<file path="src/rtl/ofm_pool_pkg.sv">
// ofm_pool_pkg: shared state type, default widths and saturation helper for the OFM requant/max-pool stage
package ofm_pool_pkg;
    typedef enum logic [1:0] {IDLE, ROW0, ROWN, DISCARD} state_e;
    localparam int IN_W_DEF = 36;
    localparam int OUT_W_DEF = 16;
    function automatic logic [63:0] out_max(input int w);
        return (64'd1 << w) - 64'd1;
    endfunction
endpackage

</file>
<file path="src/rtl/ofm_requant.sv">
// ofm_requant: right-shift requantiser with saturation; OFM_POOL_ROUND_EN adds round-half-up before the shift
module ofm_requant
    import ofm_pool_pkg::*;
#(
    parameter int IN_W  = IN_W_DEF,
    parameter int OUT_W = OUT_W_DEF,
    parameter int SHIFT = 8
) (
    input  logic [IN_W-1:0]  d_i,
    output logic [OUT_W-1:0] q_o
);
`ifdef OFM_POOL_ROUND_EN
    localparam logic [IN_W:0] RND = (SHIFT == 0) ? '0 : (IN_W+1)'(1) << (SHIFT == 0 ? 0 : SHIFT - 1);
`else
    localparam logic [IN_W:0] RND = '0;
`endif
    localparam logic [63:0] MAX = out_max(OUT_W);
    logic [IN_W:0] sum;
    logic [IN_W:0] shifted;
    // One extra bit keeps the rounding add from wrapping before the shift and clamp
    always_comb begin
        sum = {1'b0, d_i} + RND;
        shifted = sum >> SHIFT;
        q_o = (64'(shifted) > MAX) ? OUT_W'(MAX) : shifted[OUT_W-1:0];
    end
endmodule

</file>
<file path="src/rtl/ofm_requant_maxpool.sv">
// ofm_requant_maxpool: requantises the conv OFM stream and applies a 2x2 stride-1 max-pool per DIMxDIM frame
module ofm_requant_maxpool
    import ofm_pool_pkg::*;
#(
    parameter int IN_W  = IN_W_DEF,
    parameter int OUT_W = OUT_W_DEF,
    parameter int SHIFT = 8,
    parameter int DIM   = 3
) (
    input  logic             clk,
    input  logic             rst_n,
    input  logic             in_valid,
    input  logic [IN_W-1:0]  In_OFM,
    output logic             out_valid,
    output logic [OUT_W-1:0] Out_Pool,
    output logic             frame_done
);
    localparam int CW = $clog2(DIM);
    localparam logic [CW-1:0] LAST = CW'(DIM - 1);
    state_e state_q, state_d;
    logic [CW-1:0] col_q, col_d, row_q, row_d;
    logic [OUT_W-1:0] prev_q [DIM];
    logic [OUT_W-1:0] prev_d [DIM];
    logic [OUT_W-1:0] cur_q [DIM];
    logic [OUT_W-1:0] cur_d [DIM];
    logic [OUT_W-1:0] q, m0, m1, p, out_q;
    logic accept, last_col, last_row, pool, out_valid_q, frame_done_q;

    ofm_requant #(.IN_W(IN_W), .OUT_W(OUT_W), .SHIFT(SHIFT)) u_requant (.d_i(In_OFM), .q_o(q));

    assign accept   = in_valid && state_q != DISCARD;
    assign last_col = col_q == LAST;
    assign last_row = row_q == LAST;
    assign pool     = accept && row_q != '0 && col_q != '0;

    // Frame FSM and raster counters; any gap in in_valid drops back to IDLE at (0,0)
    always_comb begin
        state_d = state_q;
        case (state_q)
            IDLE:    state_d = in_valid ? ROW0 : IDLE;
            ROW0:    state_d = !in_valid ? IDLE : last_col ? ROWN : ROW0;
            ROWN:    state_d = !in_valid ? IDLE : (last_col && last_row) ? DISCARD : ROWN;
            default: state_d = in_valid ? DISCARD : IDLE;
        endcase
        col_d = !in_valid ? '0 : !accept ? col_q : last_col ? '0 : col_q + CW'(1);
        row_d = !in_valid ? '0 : (accept && last_col) ? row_q + CW'(1) : row_q;
    end

    // Line buffers: current row written per beat, rolled into prev_row including the wrap beat
    always_comb begin
        cur_d = cur_q;
        if (accept) cur_d[col_q] = q;
        prev_d = prev_q;
        if (accept && last_col) prev_d = cur_d;
    end

    // 2x2 window max; the live beat is used directly rather than read back from cur_row
    always_comb begin
        m0 = (prev_q[col_q - CW'(1)] > prev_q[col_q]) ? prev_q[col_q - CW'(1)] : prev_q[col_q];
        m1 = (cur_q[col_q - CW'(1)] > q) ? cur_q[col_q - CW'(1)] : q;
        p  = (m0 > m1) ? m0 : m1;
    end

    // State, counters, line buffers and the registered pooled output
    always_ff @(posedge clk) begin
        if (rst_n) begin
            state_q      <= IDLE;
            col_q        <= '0;
            row_q        <= '0;
            prev_q       <= '{default: '0};
            cur_q        <= '{default: '0};
            out_valid_q  <= 1'b0;
            out_q        <= '0;
            frame_done_q <= 1'b0;
        end else begin
            state_q      <= state_d;
            col_q        <= col_d;
            row_q        <= row_d;
            prev_q       <= prev_d;
            cur_q        <= cur_d;
            out_valid_q  <= pool;
            out_q        <= pool ? p : '0;
            frame_done_q <= pool && last_col && last_row;
        end
    end

    assign out_valid  = out_valid_q;
    assign Out_Pool   = out_q;
    assign frame_done = frame_done_q;
endmodule

</file>
<file path="config.mk">
export PLATFORM = sky130hd
export DESIGN_NAME = ofm_requant_maxpool
export DESIGN_NICKNAME = d
export VERILOG_FILES = /design/src/rtl/ofm_pool_pkg.sv /design/src/rtl/ofm_requant.sv /design/src/rtl/ofm_requant_maxpool.sv
export SDC_FILE = /design/constraint.sdc
export NUM_CORES = 1
export LEC_CHECK = 0
export CORE_UTILIZATION = 59
export DETAILED_ROUTE_END_ITERATION = 10
export PLACE_DENSITY = 0.85
export SLEW_MARGIN = 20
export SYNTH_ARGS = -nofsm -noshare
export SYNTH_HDL_FRONTEND = slang
export SYNTH_SLANG_ARGS = --single-unit
</file>
<file path="constraint.sdc">
create_clock -name clk -period 7.9 [get_ports clk]
set_clock_uncertainty 0.2 [all_clocks]
set_input_delay 0.79 -clock clk [delete_from_list [all_inputs] [get_ports clk]]
set_output_delay 0.79 -clock clk [all_outputs]
set_load 0.005 [all_outputs]
</file>
==> qor.yml <==
area_delta_synth_final_pct: 16.4
relSlewSlack_pct: 39.6
yosys_warnings: 0
start_util_pct: 61.8
grt_pass1_vias: 6147
netlist_instances: 848
finalSetupViolCount: 0
die_area_mm2: 0.0120
num_vias: 6424
finalPower_uw: 1620
nNetsFinal: 963
cts-root-buf: "clkbuf_16"
critPathMostFrequentCell: "ha_1"
cts_made_buffers: 17
async_flop_share_pct: 0
via_per_inst: 6.28
clock-sinks: 120
cpLargestDelayFamily: "simple AND/OR/NAND/NOR gates"
synth_ff_type: "dfxtp_1"
power_density_mw_per_mm2: 203
critical_path_buf_inv_count: 1
crit_required_ns: 8.01
irDropWorstVdd_v: 0.000129
clk_latency_ns: 0.42
grt_setup_unrepaired: "no"
holdPathEnd: "cur_q[1]"
cp_slowest_cell: "a32oi_4"
status: "complete, no violations"
tightest_slew_ns: 0.906
arrival_ns: 6.94
track_usage_pct: 32.0
die_y_um: 110
wire_per_inst_um: 18.0
core.rowCount: 38
min-delay-start: "cur_q[1]"
startpoint_type: "input port"
ys_types: 48
hold_ws_ns: 0.264
routabilityCongestion: 0.888
drt_iter0_markers: 543
numPortBuffers: 48
final-hold-violation-count: 0
leakage_uw: 0.00306
synth_area_leader_cell: "dfxtp_1"
syn-num-nets: 941
cts_repair_resize_count: 0
syn_avg_cell_area_um2: 8.07
cp_slowest_stage_delay_ns: 0.81
fmax_mhz: 146
grt_pass1_wl_mm: 29.0
hold_buffers: 0
postRouteAntennaNets: 0
core-area_mm2: 0.0111
final_area_mm2: 0.00797
rrSetupSlack_ns: 1.12
finalCriticalPeriod_ns: 6.83
htreeDepth: 4
whs_path_depth: 1
placed_area_mm2: 0.00736
r2r_cells: 19
io-pin-count: 57
end_kind: "flip-flop"
cts_setup_buffers: 0
remaining_drc_errors: 0
first_pass_iters: 6
clock_path_buffers: 2
tritoncts: "yes"
r2r_end: "Out_Pool[8]"
crit_fanout: 16
worstHoldPathType: "flip-flop to flip-flop"
cap_viol_max_count: 0
slew_violations: 0
antenna_found_initial: 0
overflow: 0
ys_seq_elements: 120
grt_max_degree: 83
crit_type: "input port to flip-flop"
diodes: 0
yosysSeqAreaShare_pct: 35.1
synth_edf_count: 0
die_w_um: 110
clk_pin_slew_ns: 0.05
post-route-period-util_pct: 86.5
reg2reg_from: "col_q[1]"
netlist_area_mm2: 0.00684
dp_hpwl_mm: 12.0
fin_tns_setup_ns: 0
synth_area_leaders: "dfxtp_1 35%, ha_1 9.9%, mux2i_1 9.1%"
drt-total-wl_mm: 18.4
drive_above_1_share_pct: 8.72
yosysTopAreaCellShare_pct: 35.1
path_cells: "clkdlybuf4s50_1 -> or4_1 -> or3_1 -> nor2_1 -> ha_1 -> nand4_1 -> nor4_2 -> o311ai_1 -> a32oi_4 -> mux2i_1 -> ha_1 -> a21oi_1 -> o21ai_0 -> o221ai_1 -> a21o_1 -> nand3_1 -> o32ai_1"
-- area by class of cell --
cell class	count	area, um^2
multi-input cells	646	4130
fillers	797	3110
flip-flops and latches	120	2400
clock buffers	20	457
inverters	26	97.6
well taps	140	175
repair buffers	59	558
clock inverters	12	150
-- stage by stage --
| step | util, % | std cells | setup slack (ns) |
|---|---|---|---|
| finish | 71.9 | 1023 | 1.07 |
| global route | 71.9 | 1023 | 0.679 |
| CTS | 71.9 | 1023 | 1.13 |
| detailed placement | 66.4 | 991 | 0.746 |
| global placement | 66.4 | 991 | 0.842 |
| floorplan | - | 848 | 1.82 |
-- sequential cells by signal (all words and copies together), names as in the netlist --
name and count:
cur_q 48, prev_q 48, Out_Pool 16, col_q 2, row_q 2, state_q 2
frame_done 1, out_valid 1
-- cells in the final DEF, fill, tap and decap left out, types with 4 or more instances in the layout --
master and n:
and3_1 16, clkbuf_16 17, clkinv_2 4, o21ai_1 48
ha_1 53, a21oi_1 85, o32ai_1 16, inv_1 10
nor2b_1 34, o21ai_2 10, buf_4 11, nor2_1 58
mux2i_1 62, nor3_1 6, o21ai_0 11, o21a_1 36
dfxtp_1 120, inv_2 16, nand2_1 137, clkdlybuf4s50_1 47
nand3_1 13, nand4_1 10, a31oi_1 14
-- how the worst max path moves through the flow --
stage	startpoint	endpoint	slack (ns)	cells after the start
after floorplan	col_q[0]	Out_Pool[11]	1.82	23
after global placement	In_OFM[33]	Out_Pool[0]	0.84	17
after detailed placement	In_OFM[33]	Out_Pool[11]	0.75	17
after CTS	In_OFM[33]	Out_Pool[11]	1.13	17
after global routing	In_OFM[33]	Out_Pool[8]	0.68	17
final	In_OFM[33]	Out_Pool[8]	1.07	17
-- logic make-up (layout without fill, tap and decap cells) --
logic type | count (synthesis) | in the layout | share of synthesized area, %
and+or+nand+nor | 290 | 290 | 19.5
AOI/OAI and AO/OA | 237 | 237 | 21.4
DFF | 120 | 120 | 35.1
buffers and inverters | 82 | 117 | 4.68
muxes | 63 | 63 | 9.23
adders and majority gates | 54 | 54 | 9.87
xor gates and xnor gates | 2 | 2 | 0.256
-- layer usage --
metal | track usage (%) | share of wire, % | vias to the layer above
met1 | 38.0 | 42 | 3029
met4 | 14.2 | 2.3 | 0
met5 | 0 | 0 | -
met2 | 52.9 | 47 | 301
li1 | - | - | 3043
met3 | 10.0 | 8.8 | 51
-- synthesized netlist by cell type, types with 17 or more instances --
library cell	number
a21oi_1	85
and3_1	17
clkbuf_1	49
dfxtp_1	120
ha_1	54
mux2i_1	62
nand2_1	137
nor2_1	58
nor2b_1	35
o21a_1	36
o21ai_1	48
-- report_power, final --
group          leakage, uW  internal [uW]  switching, uW  total [uW]
clock             0.000292            510            283         793
sequential        0.000974            621           9.07         630
combinational      0.00180           78.0            118         196
(Power assumes the default switching activity.)
